**src/rtl/sdram_port_arbiter.sv**
```systemverilog
// Three-port round-robin arbiter in front of a single SDRAM controller port.
// One transaction in flight at a time; a watchdog aborts a stalled downstream request.
module sdram_port_arbiter #(
  parameter int AW     = 22,
  parameter int TO_CYC = 255
) (
  input  logic              clk,
  input  logic              rst_n,
  input  logic [2:0]        req,
  input  logic [2:0]        we,
  input  logic [3*AW-1:0]   addr,
  input  logic [47:0]       wdata,
  input  logic [5:0]        sel,
  output logic [2:0]        ack,
  output logic [2:0]        err,
  output logic [15:0]       rdata,
  output logic              mem_req,
  output logic              mem_we,
  output logic [AW-1:0]     mem_addr,
  output logic [15:0]       mem_wdata,
  output logic [1:0]        mem_sel,
  input  logic              mem_ack,
  input  logic [15:0]       mem_rdata,
  output logic              busy,
  output logic [1:0]        grant
);

  typedef enum logic [1:0] {S_IDLE, S_WAIT, S_DONE} state_t;

  // Watchdog value seen in the last permitted WAIT cycle.
  localparam logic [15:0] WD_LAST = 16'(TO_CYC - 1);

  state_t      r_state, w_state_nxt;
  logic [1:0]  r_last, r_grant, w_pick;
  logic [15:0] r_wd, r_rdata;
  logic        r_err, r_mem_req, r_mem_we;
  logic [AW-1:0] r_mem_addr;
  logic [15:0] r_mem_wdata;
  logic [1:0]  r_mem_sel;
  logic        w_start, w_done_ok, w_timeout;

  // Search order starts just after the last granted port, wrapping modulo 3.
  always_comb begin
    case (r_last)
      2'd0:    w_pick = req[1] ? 2'd1 : (req[2] ? 2'd2 : 2'd0);
      2'd1:    w_pick = req[2] ? 2'd2 : (req[0] ? 2'd0 : 2'd1);
      default: w_pick = req[0] ? 2'd0 : (req[1] ? 2'd1 : 2'd2);
    endcase
  end

  // NOTE: sequential state uses non-blocking assignments so every register samples pre-edge values.
  always_ff @(posedge clk) begin
    if (!rst_n) r_state <= S_IDLE;
    else        r_state <= w_state_nxt;
  end

  always_comb begin
    // NOTE: every combinational output gets a default first so no latch is inferred.
    w_state_nxt = r_state;
    w_start     = 1'b0;
    w_done_ok   = 1'b0;
    w_timeout   = 1'b0;
    case (r_state)
      S_IDLE: if (req != 3'b000) begin
        w_start     = 1'b1;
        w_state_nxt = S_WAIT;
      end
      S_WAIT: if (mem_ack) begin
        // mem_ack beats a coincident timeout.
        w_done_ok   = 1'b1;
        w_state_nxt = S_DONE;
      end else if (r_wd == WD_LAST) begin
        w_timeout   = 1'b1;
        w_state_nxt = S_DONE;
      end
      S_DONE:  w_state_nxt = S_IDLE;
      default: w_state_nxt = S_IDLE;
    endcase
    busy = (r_state != S_IDLE);
    ack  = (r_state == S_DONE) ? (3'b001 << r_grant) : 3'b000;
    err  = r_err ? ack : 3'b000;
  end

  always_ff @(posedge clk) begin
    if (!rst_n) begin
      r_mem_req   <= 1'b0;
      r_mem_we    <= 1'b0;
      r_mem_addr  <= '0;
      r_mem_wdata <= '0;
      r_mem_sel   <= '0;
      r_rdata     <= '0;
      r_err       <= 1'b0;
      r_grant     <= 2'd0;
      r_last      <= 2'd2;
      r_wd        <= '0;
    end else if (w_start) begin
      r_mem_req   <= 1'b1;
      r_mem_we    <= we[w_pick];
      r_mem_addr  <= addr[int'(w_pick)*AW +: AW];
      r_mem_wdata <= wdata[int'(w_pick)*16 +: 16];
      r_mem_sel   <= sel[int'(w_pick)*2 +: 2];
      r_grant     <= w_pick;
      r_last      <= w_pick;
      r_err       <= 1'b0;
      r_wd        <= '0;
    end else if (w_done_ok) begin
      r_mem_req <= 1'b0;
      r_rdata   <= mem_rdata;
      r_err     <= 1'b0;
    end else if (w_timeout) begin
      r_mem_req <= 1'b0;
      r_rdata   <= 16'hFFFF;
      r_err     <= 1'b1;
    end else if (r_state == S_WAIT) begin
      r_wd <= r_wd + 16'd1;
    end
  end

  assign mem_req   = r_mem_req;
  assign mem_we    = r_mem_we;
  assign mem_addr  = r_mem_addr;
  assign mem_wdata = r_mem_wdata;
  assign mem_sel   = r_mem_sel;
  assign rdata     = r_rdata;
  assign grant     = r_grant;

endmodule

```
**config.mk**
```make
export PLATFORM = sky130hd
export DESIGN_NAME = sdram_port_arbiter
export DESIGN_NICKNAME = d
export VERILOG_FILES = /design/src/rtl/sdram_port_arbiter.sv
export SDC_FILE = /design/constraint.sdc
export NUM_CORES = 1
export LEC_CHECK = 0
export ABC_AREA = 1
export CAP_MARGIN = 20
export CORE_UTILIZATION = 45
export DETAILED_ROUTE_END_ITERATION = 7
export PLACE_DENSITY = 0.9
export SYNTH_ARGS = -nofsm -noshare
export SYNTH_HDL_FRONTEND = slang
export SYNTH_SLANG_ARGS = --single-unit
export TNS_END_PERCENT = 5
```
**constraint.sdc**
```tcl
create_clock -name clk -period 3 [get_ports clk]
set_input_delay 0.6 -clock clk [delete_from_list [all_inputs] [get_ports clk]]
set_output_delay 0.6 -clock clk [all_outputs]
set_load 0.03 [all_outputs]
```
[Yosys cells after proc, flatten, opt, wreduce, memory -nomap -nowiden]
Cells that the tools add are included.
Storage, ports and cells
  register bits after elaboration: 81
  bits of input ports: 145
  output and inout bits: 67
  logic and storage cells: 66
Operators by class
  add/subtract/negate cells: 1
  multipliers: 1
  magnitude comparators: 1
  equal/unequal tests: 6
  shift-type cells: 4
  multiplexer cells: 27
  bitwise gates (word level): 4
  reduce and logical (&&, ||, !) cells: 11
Operators with widths (count)
  indexed part select 66 x 8 -> 22 bit: 1
  indexed part select 48 x 7 -> 16 bit: 1
  2-to-1 mux 16 bit: 2
  adder 16 x 1 -> 16 bit, second input constant: 1
  equality test 16 x 8 -> 1 bit, second input constant: 1
  2-to-1 mux 2 bit: 8
  2-to-1 mux 1 bit: 12
  one-hot mux 2 bit (2 select lines): 2
  multiplier 2 x 4 -> 6 bit, second input constant: 1
  2-to-1 mux 3 bit: 2
  nonzero test 3 bit: 2
  indexed part select 6 x 4 -> 2 bit: 1
  equality test 2 x 1 -> 1 bit, second input constant: 2
  logical NOT 2 bit: 2
  NOT 1 bit: 4
  AND reduction 2 bit: 2
  nonzero test 2 bit: 2
  less-than comparator 2 x 3 -> 1 bit, second input constant: 1
  != test 3 bit, second input constant: 1
  AND reduction 3 bit: 1
  OR reduction 3 bit: 1
  left shift 1 x 2 -> 3 bit, first input constant: 1
  binary-select mux 1 bit (select 2 bit): 1
  equality test 2 bit, second input constant: 1
  other kinds (2): 2

[Logic depth before layout (Yosys ltp)]
  depth in word-level cells: 7
  mapped depth: 10
  depth with buffers taken out: 10

[Least setup slack after synthesis]
OpenSTA, ideal clock, no wires.
  path kind: reg-to-output
  start: reg r_grant[1] (netlist: grant[1])
  end: out err[2]
  data arrival time: 1.640 ns
  required time: 2.400 ns
  setup slack: 0.760 ns
  stages on the path, launching flop included: 3
  path buffers: 0
  path through: dfxtp_1 > inv_1 > nor4_1
Between the ends
  longest elaborated chain between the ends: 3
RTL lines
  from (decl): line 34  | logic [1:0] r_last, r_grant, w_pick;
  from (signal assigned): line 102  | r_grant <= w_pick;
  left shift 1 x 2 -> 3 bit: line 80  | ack = (r_state == S_DONE) ? (3'b001 << r_grant) : 3'b000;
  2-to-1 mux 3 bit: line 80
  2-to-1 mux 3 bit: line 81  | err = r_err ? ack : 3'b000;
  to (decl): line 15  | output logic [2:0] err,
Every way passes these cells.

==> metrics.yaml <==
grt_pass1_vias: 4581
powerDensity_nw_per_um2: 448.0
routedWlPerCell_um: 13.06
relSlewSlack_pct: 64.40
root_buffer: "clkbuf_8"
place_area_sq_um: 6723
grt-ovfl-total: 0
hold_viol_final: 0
setup_viol: 0
netlist_area_sq_um: 4558
clockBufferDepth: 2
die-width_um: 102.6
num_rows: 36
synth-async-reset-ratio_pct: 0
gp_congestion: 0.8668
skew_ns: 0.01579
areaGrowthSynthToFinish_pct: 52.07
total_power_mw: 3.106
portBuffers: 211
finalCriticalPeriod_ns: 2.757
clock-sinks: 80
cts_tree: "done"
start_kind: "flop"
core_area_sq_um: 9774
synthCells: 698
antenna_found_initial: 0
cp_slowest_cell: "clkdlybuf4s50_1"
synth_cell_type_count: 38
n_fill_cell: 801
period_share_pct: 91.90
num_vias: 5081
ant_nets: 0
worstPathRequired_ns: 2.40
clkTransAtPathRegs_ns: 0.09
ys.flop_type: "dfxtp_1"
cts_resized: 0
final_core_util_pct: 70.92
status: "finished clean"
antennaDiodeCount: 0
tightest_slew_ns: 0.5323
p_leak_nw: 2.953
synth_edf_count: 0
layout-drive-gt1-share_pct: 7.564
cts_hold_buf: 0
drc_errors: 0
crit_chain: "inv_2 -> nor4_1 -> clkdlybuf4s50_1"
synth_seq_cells: 80
cts_buffers: 9
vdd_drop_max_v: 0.0002674
grt_max_degree: 65
dp_hpwl_um: 9948
setup_slack_ns: 0.2430
max_stage_delay_ns: 0.75
drt_iter0_drc: 199
end_kind: "output pin"
die_area_sq_um: 10540
maxSlewViolCount: 0
grt_pass1_wl_um: 21270
ys_seq_area_share_pct: 35.14
postCtsSetupBuffers: 0
drt_pass1_iterations: 5
hold_class: "flop to flop"
die_h_um: 102.6
via_per_inst: 4.923
drt-total-wl_um: 13480
ios: 212
initial_utilization_pct: 46.63
drv_cap: 0
pre_cts_slack_ns: 0.5079
path_class: "flop to output pin"
fin_setup_tns_ns: 0
synth_top_cell_by_area: "dfxtp_1"
synth_area_per_cell_sq_um: 6.530
synthTopCellsByArea: "dfxtp_1 (35%), nand2_1 (18%), nor2_1 (6.3%)"
cp_max_fo: 8
cp_data_arrival_time_ns: 2.16
grt_usage_pct: 25.74
syn_nets: 845
clk-insertion-delay-late_ns: 0.36
synth_top_area_share_pct: 35.14
cts-htree-levels: 3
synth_warnings: 0
fmax_ghz: 0.3627
fin_nets: 1041
finalInstanceArea_sq_um: 6932
rsz0062_at_grt: "false"
-- kinds of logic (layout without fill, tap and decap cells) --
family,Yosys count,after routing,synth area share [%]
AOI/OAI and AO/OA,102,102,13.64
xor gates and xnor gates,4,4,0.7687
adders and majority gates,2,2,0.5489
and+or+nand+nor,396,396,38.87
DFF,80,80,35.14
buffers and inverters,114,315,11.04
-- metal layers --
layer  share of wire [%]  wire (um)  GRT usage, %
met5                   0          0             0
met4                 2.7        367         10.77
met3                 7.9       1067         5.288
met2                  49       6615         44.21
met1                  40       5428         31.22
-- final cells by class --
class	count	area (sq um)	share of cell area, %
Sequential cell	80	1602	23.10
Tap cell	133	166.4	2.401
Clock buffer	9	123.9	1.787
Clock inverter	7	85.08	1.227
Inverter	79	296.5	4.278
Multi-Input combinational cell	504	2454	35.40
Timing Repair Buffer	220	2205	31.80
-- through the flow --
step / instances / hold slack [ns]
after floorplan: 698 / 0.4667
after global placement: 1016 / 0.4361
after detailed placement: 1016 / 0.4405
after CTS: 1032 / 0.4597
after global routing: 1032 / 0.4809
final: 1032 / 0.4567
-- where the power goes --
part	switching, mW	internal (mW)
logic	0.560	0.468
registers	0.0604	1.16
clock network	0.453	0.404
-- registers in the layout (all words and copies together), names as in the netlist --
name,count
r_wd,16
mem_addr,22
grant,1
r_last,2
r_err,1
r_state,2
mem_req,1
mem_wdata,16
rdata,16
mem_we,1
mem_sel,2
-- cells in the final DEF (no fill, tap or decap), drive strengths merged --
| master | instances |
|---|---|
| a21oi | 59 |
| nand3b | 2 |
| clkdlybuf4s50 | 211 |
| bufinv | 1 |
| xnor2 | 2 |
| clkinv | 2 |
| nor4 | 3 |
| dfxtp | 80 |
| or2 | 21 |
| o211ai | 21 |
| nand4 | 6 |
| xor2 | 2 |
| o21ai | 20 |
| inv | 83 |
| nor2 | 79 |
| ha | 2 |
| nor3 | 4 |
| clkbuf | 9 |
| nand2 | 222 |
| buf | 9 |
| o22ai | 2 |
| nand3 | 58 |
| nor3b | 1 |
-- synthesized netlist by cell type, types with 2 or more instances --
cell	n
or2_1	14
a21oi_2	3
nand2_1	214
buf_1	2
nor3_1	3
nand2_4	3
dfxtp_1	80
o22ai_1	2
or2_2	7
nor2_4	2
inv_2	7
o211ai_1	21
clkbuf_1	9
inv_1	71
nand4_1	5
buf_2	14
nor2_1	76
buf_6	2
xor2_1	2
nand2_2	5
o21ai_0	11
o21ai_2	9
nand3b_1	2
ha_1	2
buf_4	7
nand3_1	56
a21oi_1	55
xnor2_1	2
nor4_1	3
-- critical path, delay by kind of cell (launching register included) --
| family | cells | cell delay, ns |
|---|---|---|
| AND/OR/NAND/NOR | 1 | 0.36 |
| flip-flops | 1 | 0.57 |
| buffers and inverters | 2 | 0.88 |
-- worst paths after layout --
check / start / endpoint / slack [ns] / depth (start not counted)
worst max-delay path: r_last[0]$_SDFFE_PN0P_ / err[1] / 0.24 / 3
worst min-delay path: mem_wdata[14]$_SDFFE_PN0P_ / mem_wdata[14]$_SDFFE_PN0P_ / 0.46 / 2
worst max register to register: r_last[0]$_SDFFE_PN0P_ / mem_wdata[13]$_SDFFE_PN0P_ / 1.06 / 7
worst min register to register: mem_wdata[14]$_SDFFE_PN0P_ / mem_wdata[14]$_SDFFE_PN0P_ / 0.46 / 2
No activity file was read; power rests on OpenSTA's default activity.
